--- src/rtl/mem_host_loader.sv ---
// mem_host_loader: streams a program into instruction memory, runs the cpu for a set
// number of cycles, then reads a data-memory window back out on a valid/ready stream.
module mem_host_loader #(
  parameter int IMEM_WORDS = 128,
  parameter int DMEM_WORDS = 64
) (
  input  logic        clk,
  input  logic        rst,
  input  logic        start,
  input  logic [15:0] prog_len,
  input  logic [31:0] run_cycles,
  input  logic [15:0] dump_len,
  input  logic        in_valid,
  output logic        in_ready,
  input  logic [31:0] in_data,
  output logic        out_valid,
  input  logic        out_ready,
  output logic [63:0] out_data,
  output logic        cpu_arst_n,
  output logic        cpu_enable,
  output logic [63:0] addr_ext,
  output logic        wen_ext,
  output logic        ren_ext,
  output logic [31:0] wdata_ext,
  output logic [63:0] addr_ext_2,
  output logic        wen_ext_2,
  output logic        ren_ext_2,
  output logic [63:0] wdata_ext_2,
  input  logic [63:0] rdata_ext_2,
  output logic        busy,
  output logic        done,
  output logic        error
);
  localparam logic [15:0] IMAX = 16'(IMEM_WORDS);
  localparam logic [15:0] DMAX = 16'(DMEM_WORDS);
  typedef enum logic [2:0] {IDLE, LOAD, RUN, RD, CAP, HOLD, DONE} state_t;
  state_t state, nxt;
  logic [15:0] plen, dlen, k, j, n_plen, n_dlen, n_k, n_j;
  logic [31:0] cnt, n_cnt, n_wdata;
  logic [63:0] n_addr, n_addr2, n_out_data;
  logic go, bad, acc, oacc;
  logic n_in_ready, n_out_valid, n_arst_n, n_enable, n_wen, n_ren2, n_busy, n_done, n_error;
  assign ren_ext = 1'b0;
  assign wen_ext_2 = 1'b0;
  assign wdata_ext_2 = 64'd0;
  assign go = start && (state == IDLE || state == DONE);
  assign bad = prog_len == 16'd0 || prog_len > IMAX || dump_len > DMAX;
  assign acc = state == LOAD && in_valid && in_ready;
  assign oacc = state == HOLD && out_valid && out_ready;
  always_ff @(posedge clk) begin
    if (rst) begin
      state <= IDLE;
      plen <= 16'd0;
      dlen <= 16'd0;
      k <= 16'd0;
      j <= 16'd0;
      cnt <= 32'd0;
      in_ready <= 1'b0;
      out_valid <= 1'b0;
      out_data <= 64'd0;
      cpu_arst_n <= 1'b0;
      cpu_enable <= 1'b0;
      addr_ext <= 64'd0;
      wen_ext <= 1'b0;
      wdata_ext <= 32'd0;
      addr_ext_2 <= 64'd0;
      ren_ext_2 <= 1'b0;
      busy <= 1'b0;
      done <= 1'b0;
      error <= 1'b0;
    end else begin
      state <= nxt;
      plen <= n_plen;
      dlen <= n_dlen;
      k <= n_k;
      j <= n_j;
      cnt <= n_cnt;
      in_ready <= n_in_ready;
      out_valid <= n_out_valid;
      out_data <= n_out_data;
      cpu_arst_n <= n_arst_n;
      cpu_enable <= n_enable;
      addr_ext <= n_addr;
      wen_ext <= n_wen;
      wdata_ext <= n_wdata;
      addr_ext_2 <= n_addr2;
      ren_ext_2 <= n_ren2;
      busy <= n_busy;
      done <= n_done;
      error <= n_error;
    end
  end
  // RUN with an exhausted counter is also the one-cycle gap after the last write
  always_comb begin
    nxt = state;
    case (state)
      IDLE, DONE: nxt = go ? (bad ? DONE : LOAD) : state;
      LOAD: nxt = acc && k == plen - 16'd1 ? RUN : LOAD;
      RUN: nxt = cnt != 32'd0 ? RUN : (dlen != 16'd0 ? RD : DONE);
      RD: nxt = CAP;
      CAP: nxt = HOLD;
      HOLD: nxt = oacc ? (j == dlen - 16'd1 ? DONE : RD) : HOLD;
      default: nxt = IDLE;
    endcase
  end
  always_comb begin
    n_plen = go ? prog_len : plen;
    n_dlen = go ? dump_len : dlen;
    n_cnt = go ? run_cycles : (state == RUN && cnt != 32'd0 ? cnt - 32'd1 : cnt);
    n_k = go ? 16'd0 : (acc ? k + 16'd1 : k);
    n_j = go ? 16'd0 : (oacc ? j + 16'd1 : j);
    n_in_ready = nxt == LOAD;
    n_wen = acc;
    n_addr = acc ? {46'd0, k, 2'b00} : addr_ext;
    n_wdata = acc ? in_data : wdata_ext;
    n_arst_n = state == RUN || (cpu_arst_n && !go && state != IDLE);
    n_enable = state == RUN && cnt != 32'd0;
    n_ren2 = nxt == RD;
    n_addr2 = nxt == RD ? {45'd0, n_j, 3'b000} : addr_ext_2;
    n_out_valid = nxt == HOLD;
    n_out_data = state == CAP ? rdata_ext_2 : out_data;
    n_busy = nxt != IDLE && nxt != DONE;
    n_done = nxt == DONE;
    n_error = go ? bad : error;
  end
endmodule

--- config.mk ---
export PLATFORM = sky130hd
export DESIGN_NAME = mem_host_loader
export DESIGN_NICKNAME = d
export VERILOG_FILES = /design/src/rtl/mem_host_loader.sv
export SDC_FILE = /design/constraint.sdc
export NUM_CORES = 1
export LEC_CHECK = 0
export CORE_AREA = 5 5 176 178
export CTS_CLUSTER_DIAMETER = 60
export DETAILED_ROUTE_END_ITERATION = 10
export DIE_AREA = 0 0 181 183
export PLACE_DENSITY_LB_ADDON = 0.12
export SKIP_CTS_REPAIR_TIMING = 1
export SLEW_MARGIN = 20
export SYNTH_ARGS = -nofsm -noshare
export SYNTH_HDL_FRONTEND = slang
export SYNTH_SLANG_ARGS = --single-unit
--- constraint.sdc ---
create_clock -name clk -period 2.83 [get_ports clk]
set_input_delay 0.4245 -clock clk [delete_from_list [all_inputs] [get_ports clk]]
set_output_delay 0.4245 -clock clk [all_outputs]
set_load 0.01 [all_outputs]
After elaboration in Yosys (flattened, before gate mapping)
Cells that the tools add are included.
Word-level totals
  bits in registers: 236
  input bits: 165
Operators by class
  add/subtract/negate cells: 5
  muxes and demuxes: 12
  reduce and logical (&&, ||, !) cells: 24
  equality and inequality tests: 13
  order comparisons: 2
Operators with widths (number)
  two-way mux 32 bit: 2
  adder 16 x 1 -> 16 bit (second input constant): 2
  equality test 16 bit: 2
  two-way mux 16 bit: 2
  nonzero test 32 bit: 1
  subtractor 16 x 1 -> 16 bit (second input constant): 2
  subtractor 32 x 1 -> 32 bit (second input constant): 1
  two-way mux 3 bit: 6
  one-hot mux 3 bit (6 select lines): 1
  > comparator 16 x 7 -> 1 bit (second input constant): 1
  > comparator 16 x 8 -> 1 bit (second input constant): 1
  zero test 16 bit: 1
  nonzero test 16 bit: 1
  equality test 3 bit (second input constant): 5
  logical AND 1 bit: 10
  equality test 3 x 2 -> 1 bit (second input constant): 3
  equality test 3 x 1 -> 1 bit (second input constant): 2
  nonzero test 3 bit: 2
  logical OR 1 bit: 4
  OR reduction 2 bit: 2
  zero test 3 bit: 1
  != test 3 bit (second input constant): 1
  two-way mux 2 bit: 1
  nonzero test 2 bit: 1
  zero test 1 bit: 1

Logic depth before layout (Yosys ltp)
  depth after elaboration: 8
  mapped depth: 12
  gate-level depth less buffers: 11

Least setup slack after synthesis
No wires, ideal clock.
  path kind: reg2reg
  start point: register plen[0]
  end point: register addr_ext_2[10]
  slack: -0.247 ns
  data required time: 2.709 ns
  buffers on the path: 1
  arrival time: 2.955 ns
  stages on the path, launching flop included: 11
  path through: dfxtp_1 > or4_4 > or3_4 > mux2_1 > mux2i_1 > or4_4 > o21a_4 > nor2_4 > nand2_4 > buf_6 > mux2_4
On the way
  word-level cells in the longest chain between the ends: 6
Ends and longest elaborated chain
  start: declaration: RTL line 38  | logic [15:0] plen, dlen, k, j, n_plen, n_dlen, n_k, n_j;
  start signal: assignment: RTL line 73  | plen <= n_plen;
  subtractor 16 x 1 -> 16 bit: RTL line 98  | LOAD: nxt = acc && k == plen - 16'd1 ? RUN : LOAD;
  equality test 16 bit: RTL line 98
  logical AND 1 bit: RTL line 98
  two-way mux 2 bit: RTL line 98
  one-hot mux 3 bit (6 select lines): RTL line 96  | case (state)
  equality test 3 x 2 -> 1 bit: RTL line 119  | n_addr2 = nxt == RD ? {45'd0, n_j, 3'b000} : addr_ext_2;
  end signal: assignment: RTL line 86  | addr_ext_2 <= n_addr2;
  end: declaration: RTL line 25  | output logic [63:0] addr_ext_2,
Every way passes these cells.
A chain may end at the register's enable or synchronous reset.

Worst setup path in the final report
  start point: register plen[7]
  end point: register addr_ext_2[16]
The elaborated chain is that of the path after synthesis.

==> results.yml <==
run_status:
  status: "complete, but fails checks"
  violations: "negative setup slack"
clock_network:
  clkSinkCount: 236
  clock_path_buffers: 3
  insertion_delay_ns: 0.54
  clk_pin_slew_worst_paths_ns: 0.06
  cts_made_buffers: 30
  ctsRootBufferMaster: "clkbuf_16"
  h-tree-depth: 1
  cts_tree: "yes"
logic_synthesis:
  synth.cell_area_mm2: 0.01144
  synth.avg_cell_area_um2: 8.017
  synth.area.top_cells: "dfxtp_1, nand2_1, buf_4"
  synth-edff-count: 0
  synth_cell_types: 59
  ys_ff_latch: 236
  yosys.area.top_type: "dfxtp_1"
  yosysTopAreaCellShare_pct: 41.30
  ys.warnings.count: 0
  yosysSeqAreaShare_pct: 41.30
  async_flop_share_pct: 0
  syn_inst: 1427
  ys.flop_type: "dfxtp_1"
timing:
  drv_slew: 0
  fin_ws_ns: -0.2298
  hold_viol_final: 0
  layout_min_cycle_time_ns: 3.060
  fin_skew_ns: 0.01099
  max_freq_ghz: 0.3268
  rsz0062_at_grt: "yes"
  hold_ws_ns: 0.2140
  max_slew_margin_pct: 52.89
  setup_violations: 19
  post-route-period-util_pct: 108.1
  tightest_slew_ns: 0.7067
  finalSetupTns_ns: -3.614
worst_setup_path:
  crit_chain: "or4_4, or3_4, mux2_4, mux2i_1, or4_4, o21a_4, nor2_4, nand2_4, mux2_4"
  crit_fanout: 8
  cp.depth: 9
  reg2reg_depth: 9
  path_buf_inv: 0
  worst_ep_arrival_time_ns: 3.49
  critPathKind: "reg -> reg"
  max_stage_delay_ns: 0.55
  endpoint_kind: "flip-flop"
  cp-start-kind: "flip-flop"
  cpLargestDelayFamily: "simple AND/OR/NAND/NOR gates"
  cpMaxStageDelayCell: "or4_4"
  worstPathRequired_ns: 3.26
  rrSetupSlack_ns: -0.23
route:
  final_antenna_net_count: 0
  route.detailed.drc: 0
  vias: 10480
  drtPass1Iterations: 5
  drt-initial-drc-count: 704
  routedWlPerCell_um: 15.97
  viasPerCell: 4.708
  drt_wl_total_um: 35530
floorplanning:
  io_pins: 464
  core-area_mm2: 0.02924
  die_h_um: 183
  rows: 63
  initial_core_util_pct: 39.12
  die-area_mm2: 0.03312
  dieWidth_um: 181
power_and_ir_drop:
  ir_drop_v: 0.0004251
  power_density_mw_per_mm2: 626.2
  cellLeakagePower_nw: 6.261
layout:
  num-fill-cells: 2791
  syn_to_final_growth_pct: 42.10
  fin_nets: 1984
  drive_gt1_share_pct: 12.76
  seq_area_mm2: 0.004731
  multi_input_area_mm2: 0.005953
global_route:
  grt.overflow.total: 0
  track_usage_pct: 19.25
  antenna_found_initial: 3
  grt_max_degree: 79
  grt_pass1_wl_um: 52630
  grt_pass1_vias: 9689
placement:
  gp_congestion: 0.8643
  port_buffers: 301
  place_hpwl_um: 26210
flow_run:
  drv_cap: 0
worst_hold_path:
  hp-class: "in -> reg"
  hold_path_depth: 2
## sequential cells by signal (all words and copies together), names as in the netlist
signal,cells
error,1
cnt,32
wen_ext,1
out_valid,1
out_data,64
done,1
cpu_arst_n,1
state,3
plen,16
dlen,16
wdata_ext,32
busy,1
addr_ext,16
k,16
in_ready,1
addr_ext_2,16
cpu_enable,1
j,16
ren_ext_2,1
## final cells by class
type	instances	share of cell area [%]
Inverter	13	0.3002
Multi-Input combinational cell	1105	36.62
Timing Repair Buffer	428	24.58
Clock buffer	38	5.057
Antenna cell	1	0.01539
Sequential cell	236	29.10
Tap cell	390	3.002
Clock inverter	14	1.316
## through the flow
step                      utilization [%]  instances  cell area (um2)  total power, mW  setup WS, ns
after CTS                           54.89       2215            16050            10.17       -0.3895
after global placement              51.35       2163            15020            6.114       -0.6846
after detailed placement            51.35       2163            15020            6.133       -0.7253
after global routing                55.59       2225            16260            10.69       -0.3054
after floorplan                         -       1588            12070            5.227       -0.1185
final                               55.59       2225            16260            10.18       -0.2298
## where the power goes
part           internal, mW  total, mW  switching [mW]
clock network          2.50       3.99            1.48
registers              3.57       3.75           0.175
logic                  1.19       2.45            1.26
## cell families (layout without fill, tap and decap cells)
logic type      after synthesis  after routing  share of synthesized area [%]
compound gates              233            233                          11.58
xor+xnor                     90             90                          6.956
fa+ha+maj                     5              5                         0.5469
buf+inv                     249            493                          13.55
flops                       236            236                          41.30
mux                          21             21                          2.330
other cells                   1            163                        0.03278
simple gates                592            594                          23.70
## per-layer routing
layer / share of wire (%) / wire, um / global-route usage [%] / vias up
li1: - / - / - / 5229
met1: 41 / 14620 / 23.90 / 4822
met2: 48 / 17070 / 32.81 / 353
met3: 8.0 / 2833 / 5.613 / 68
met4: 2.8 / 978 / 5.434 / 4
met5: 0.076 / 27 / 0 / -
## synthesized netlist by cell type, drive strengths merged (2+ instances only)
cell type,number
o211ai,2
a311oi,8
nand2,328
and2,4
o21a,2
a31oi,3
mux2,18
buf,168
dfxtp,236
or4,11
nor2b,24
and3,9
nor4,23
nand2b,6
nor2,90
nor4b,3
ha,5
and4,3
or2,2
o21ai,20
a211oi,27
or3,12
nand3,23
o31ai,3
a21oi,160
nor4bb,2
xnor2,54
o41ai,2
xor2,36
nor3b,6
mux2i,3
clkbuf,68
nor3,23
nand4,15
inv,13
nand3b,4
nand4b,3
## cells in the final DEF (no fill, tap or decap), drive strengths merged, types with 24 or more instances in the layout
cell and n:
clkbuf 38, a21oi 160, buf 128, xor2 36, dfxtp 236, a211oi 27, nand2 330, nor2 90
xnor2 54, clkdlybuf4s50 300, nor2b 24, conb 162
## path summary, 6_finish.rpt
| path | from | endpoint |
|---|---|---|
| worst max-delay path | plen[7]$_SDFFE_PP0P_ | addr_ext_2[16]$_SDFFE_PP0N_ |
| worst min-delay path | rst | state[1]$_SDFF_PP0_ |
| worst max register to register | plen[7]$_SDFFE_PP0P_ | addr_ext_2[16]$_SDFFE_PP0N_ |
| worst min register to register | addr_ext[2]$_SDFFE_PP0P_ | addr_ext[2]$_SDFFE_PP0P_ |
Power figures use the tool's default switching activity.
==> RTL edit 1 (same flow settings) <==
Encoding of `state_t`: now one-hot (7 bits for 7 states).
--- a/src/rtl/mem_host_loader.sv
+++ b/src/rtl/mem_host_loader.sv
@@ -34,5 +34,5 @@
   localparam logic [15:0] IMAX = 16'(IMEM_WORDS);
   localparam logic [15:0] DMAX = 16'(DMEM_WORDS);
-  typedef enum logic [2:0] {IDLE, LOAD, RUN, RD, CAP, HOLD, DONE} state_t;
+  typedef enum logic [6:0] {IDLE = 7'b0000001, LOAD = 7'b0000010, RUN = 7'b0000100, RD = 7'b0001000, CAP = 7'b0010000, HOLD = 7'b0100000, DONE = 7'b1000000} state_t;
   state_t state, nxt;
   logic [15:0] plen, dlen, k, j, n_plen, n_dlen, n_k, n_j;
Behaviour: same outputs for any inputs over 10 cycles, from zero or initial values and one cycle with rst high; not proved beyond that.
==> RTL edit 1 against the original RTL <==
Worst setup slack better by 0.27 ns. Sequential cell count grew 4. Critical path depth increased by 1. Sequential share of layout area increased by 0.38 points. Global-route usage up 0.83 points. Utilization up 0.17 points. Final area rose by 0.30%. Wire length increased by 1.8%. Synthesized area rose by 8.3%.
Power is not compared: it rests on default switching activity, and its combinational part moved more than twofold at a synthesized area within 25%.
==> RTL edit 1: results (changes against the original RTL) <==
* Hold Vio Cnt, Final at 0 (unchanged)
* Slew @ Worst Pin at 0.877 ns (+0.171 ns)
* Worst EP required at 3.25 ns (about the same)
* Placed Cells at 2200 (+1.7%)
* R2R setup slack at 0.04 ns (+0.27 ns)
* Regs by FF count: out_data x64, cnt x32, wdata_ext x32
* Vias per inst at 5.00 (+6.3%)
* Met1 wire length at 14500 microns (-0.57%)
* Hold WS at 0.258 ns (+0.0438 ns)
* Clk_skew at 0.0258 ns (+0.0148 ns)
* Clk root buf: clkbuf_16
* Post-synth top cells: nand2_1, dfxtp_1, a21oi_1
* Pre-CTS setup slack at 0.0498 ns (+0.775 ns)
* Post-Synth Adder-Cell Area at 0.505% (-0.042 points)
* Fill cell total of the finished layout at 2768 (-0.82%)
* Post-synth cell types at 77 (+31%)
* Buffers on Ports at 301 (unchanged)
* Nets@finish at 2016 (+1.6%)
* Layout cells sized above 1 at 7.87% (-4.9 points)
* Ys Warns at 0 (unchanged)
* Routability cong. at 0.873 (+0.98%)
* Most used DFF post-synth: dfxtp_1
* Post-Synth XOR/XNOR Area at 6.93% (-0.028 points)
* Total track usage at 20.1% (+0.83 points)
* Top Metal Used: met4
* Clk_lat worst skew at 0.56 ns (+0.02 ns)
* Status: finished clean
* Number of global-route vias before repair at 10.6k (+9.4%)
* Hold crit path type: in -> reg
* M3 GR Usage at 5.83% (+0.22 points)
* Pre-Repair DR Iteration Count at 5 (unchanged)
* Inserted Diodes at 0 (-1)
* DP HPWL at 25700 microns (-1.9%)
* LEAKAGE at 6.06 nW
* Met2 Wirelength at 17900 microns (+4.7%)
* WL final at 36200 microns (+1.8%)
* Initial antenna violation count at 0 (-3)
* H-tree depth at 1 (unchanged)
* GR Layer Usage met2 at 35.2% (+2.4 points)
* Synth Instances at 1570 (+10%)
* CTS clk-pin slew, worst paths at 0.06 ns (about the same)
* CP max FO at 25 (+17)
* Largest cells by area after synthesis: dfxtp_1, buf_4, nand2_1
* Iteration-0 DRC Markers at 643 (-8.7%)
* Synth Area in Compound Gates at 14.1% (+2.5 points)
* Max clock buf depth at 3 (unchanged)
* Total CTS buffers at 29 (-3.3%)
* Met1 Usage GRT at 24.2% (+0.35 points)
* DR WL/cell at 16.0 microns (+0.28%)
* DR WL met3 at 2790 microns (-1.4%)
* FFs w/ async S/R, synth at 0% (unchanged)
* Largest net degree at the start of global routing at 146 (+85%)
* Multiplexer share of the synthesized area at 0.162% (-2.2 points)
* First-pass GRT wire length at 56100 microns (+6.6%)
* Final period util at 98.6% (-9.5 points)
* Peak VDD IR at 0.434 mV
* Register area share after synthesis at 38.8% (-2.5 points)
## RTL edit 1: kinds of logic after synthesis
kind of cell / Yosys count
AND/OR/NAND/NOR: 636
AO/OA/AOI/OAI: 302
buffers and inverters: 286
flip-flops: 240
XOR/XNOR: 98
adder cells (fa/ha/maj): 5
multiplexers: 2
other: 1
## RTL edit 1: cell type report
cell class | count | area [sq um] | share of cell area, %
repair buffers | 346 | 3460 | 21.2
clock buffers | 40 | 817 | 5.01
flip-flops and latches | 240 | 4810 | 29.5
well taps | 390 | 488 | 2.99
multi-input cells | 1205 | 6470 | 39.7
inverters | 24 | 90.1 | 0.553
clock inverters | 14 | 164 | 1.01
## RTL edit 1: power by group
part,internal (W),switching [W]
Combinational,0.000525,0.000637
Sequential,0.00346,0.0000907
Clock,0.00230,0.00150
## RTL edit 1: worst max-delay path, cell delays in order, from the launching register on
cell and delay (ns):
dfxtp_2 0.33, inv_2 0.07, ha_4 0.13, or4b_4 0.46
and4b_1 0.27, nand3_1 0.08, or4_4 0.59, clkbuf_16 0.24
nand3_2 0.08, nor3_1 0.04, or3_1 0.37
## RTL edit 1: worst paths after layout
path         depth (start not counted)    startpoint             to
min reg2reg                          2  out_data[62]   out_data[62]
min                                  2           rst        cnt[15]
max                                 10        cnt[0]  addr_ext_2[5]
max reg2reg                         10        cnt[0]  addr_ext_2[5]
## RTL edit 1: stage by stage
step	cell area [sq um]	util [%]
6_report	16300	55.8
5_1_grt	16300	55.8
4_1_cts	16200	55.2
3_5_place_dp	15200	51.9
3_3_place_gp	15200	51.9
2_1_floorplan	13000	-
==> RTL edit 2 (same flow settings) <==
Made on the original files. Change the parameter `IMEM_WORDS` from 128 to 64.
--- a/src/rtl/mem_host_loader.sv
+++ b/src/rtl/mem_host_loader.sv
@@ -2,5 +2,5 @@
 // number of cycles, then reads a data-memory window back out on a valid/ready stream.
 module mem_host_loader #(
-  parameter int IMEM_WORDS = 128,
+  parameter int IMEM_WORDS = 64,
   parameter int DMEM_WORDS = 64
 ) (
Behaviour: not the same (Yosys sat finds a counterexample within 4 cycles, from zero or initial values and one cycle with rst high).
==> RTL edit 2 against the original RTL <==
The run still ends with setup timing left. Clock skew down 0.00064 ns. Hold slack better by 0.0030 ns. Power fell by 2.3%. Clock power down 6.8%. Sequential cell count did not move. Critical path depth grew 4. Wire length is 5.1% lower. First-iteration DRC count shrank 23%. Final area fell by 1.7%. Count of clock-buffer cells in the layout increased by 7. Synthesized area is 0.45% higher. Worst setup slack improved by 0.047 ns. Critical endpoint is now addr_ext_2[5]. Largest cell class unchanged. Highest routed layer unchanged.
==> RTL edit 2: results (changes against the original RTL) <==
* DP HPWL at 25000 microns (-4.5%)
* Arrival time of the worst setup path at 3.45 ns (-0.04 ns)
* Failing checks: setup timing
* # setup viols final at 16 (-3)
* First-pass GRT wire length at 51900 microns (-1.4%)
* WL final at 33700 microns (-5.1%)
* Post-synth cell types at 66 (+12%)
* Worst path slowest cell: or4b_4
* Total track usage at 18.8% (-0.41 points)
* Register area share after synthesis at 41.1% (-0.18 points)
* Post-DP Area at 0.0149 sq mm (-0.88%)
* Clk_lat worst skew at 0.55 ns
* Post-synth top cells: nand2_1, dfxtp_1, a21oi_1
* Nets@finish at 1957 (-1.4%)
* Largest net degree at the start of global routing at 100 (+27%)
* Status: complete, but fails checks
* Layout cells sized above 1 at 11.5% (-1.2 points)
* Final WS setup at -0.182 ns (+0.0475 ns)
* FF-to-FF End: addr_ext_2[5]
* Max incr delay on CP at 0.49 ns (-0.06 ns)
* Pre-Repair DR Iteration Count at 5 (unchanged)
* Fill cell total of the finished layout at 2789 (-0.072%)
* Reg2reg start: plen[1]
* Number of global-route vias before repair at 9577 (-1.2%)
* End point of the critical path: addr_ext_2[5]
* Via count at 10.2k (-2.8%)
* Clk_skew at 0.0103 ns (-0.000645 ns)
* Inserted Diodes at 0 (-1)
* LEAKAGE at 6.05 nW (-3.3%)
* Iteration-0 DRC Markers at 539 (-23%)
* Worst R2R Path Depth at 13 (+4)
* Largest cells by area after synthesis: dfxtp_1, nand2_1, buf_4
* CP max FO at 16 (+8)
* Initial antenna violation count at 1 (-2)
* Hold crit path type: in -> reg
* Peak VDD IR at 0.431 mV (+1.4%)
* Slew @ Worst Pin at 0.830 ns (+0.124 ns)
* Routability cong. at 0.828 (-4.3%)
-- RTL edit 2: cell types whose count changed in the layout (fill, tap and decap cells not counted), moves of 5 or more --
cell      delta
buf_4       -28
clkbuf_8     +5
nand4_1      -5
nor3_2       +6
or3_1        +9
-- RTL edit 2: cell families (layout without fill, tap and decap cells) --
| logic type | count (synthesis) | after routing | synth area share [%] |
|---|---|---|---|
| simple gates | 586 | 586 | 23.5 |
| buf+inv | 257 | 474 | 13.9 |
| compound gates | 242 | 242 | 12.1 |
| flops | 236 | 236 | 41.1 |
| xor+xnor | 87 | 87 | 6.63 |
| mux | 19 | 19 | 2.17 |
| fa+ha+maj | 5 | 5 | 0.544 |
| other cells | 1 | 162 | 0.0326 |
-- RTL edit 2: worst min-delay path by stage --
stage	startpoint	to	slack, ns	cells past startpoint
2_1_floorplan	plen[15]	plen[15]	0.45	2
3_3_place_gp	wdata_ext[24]	wdata_ext[24]	0.44	2
3_5_place_dp	out_data[1]	out_data[1]	0.45	2
4_1_cts	rst	out_data[14]	0.19	2
5_1_grt	rst	out_data[27]	0.20	2
6_report	rst	out_data[25]	0.22	2
-- RTL edit 2: per-stage QoR --
stage          util (%)  setup slack, ns  TNS [ns]  hold slack, ns  instances
2_1_floorplan         -          -0.0607    -0.607           0.450       1594
3_3_place_gp       50.9           -0.623    -10.93           0.441       2143
3_5_place_dp       50.9           -0.642    -11.47           0.445       2143
4_1_cts            54.3           -0.308     -4.87           0.194       2199
5_1_grt            54.6           -0.290     -4.33           0.204       2201
6_report           54.6           -0.182     -2.46           0.217       2201
-- RTL edit 2: report_power, final --
group / internal (W) / switching (W) / leakage [nW] / total [W]
clock: 0.00224 / 0.00148 / 0.488 / 0.00372
sequential: 0.00358 / 0.000195 / 1.92 / 0.00378
combinational: 0.00117 / 0.00128 / 3.64 / 0.00245
total: 0.00700 / 0.00295 / 6.05 / 0.00995
-- RTL edit 2: metal layers --
metal / wire (microns) / up-vias / GRT usage [%]
met5: 12 / - / 0
met3: 1920 / 50 / 3.03
met2: 17300 / 300 / 34.2
met4: 756 / 2 / 4.98
met1: 13700 / 4657 / 23.4
li1: - / 5172 / -
-- RTL edit 2: area by class of cell --
class                      instances  share of cell area (%)
clock buffer                      45                    5.49
timing repair buffer             400                    23.7
inverter                          18                   0.423
sequential                       236                    29.6
tap                              390                    3.05
multi-input combinational       1101                    37.1
clock inverter                    11                   0.689
-- RTL edit 2: worst max-delay path, delay by kind of cell (launching register included) --
family,cells,cell delay (ns)
multiplexers,1,0.34
flip-flops,1,0.33
buffers and inverters,3,0.40
adder cells (fa/ha/maj),1,0.12
XOR/XNOR,1,0.17
AND/OR/NAND/NOR,5,1.10
AO/OA/AOI/OAI,2,0.41
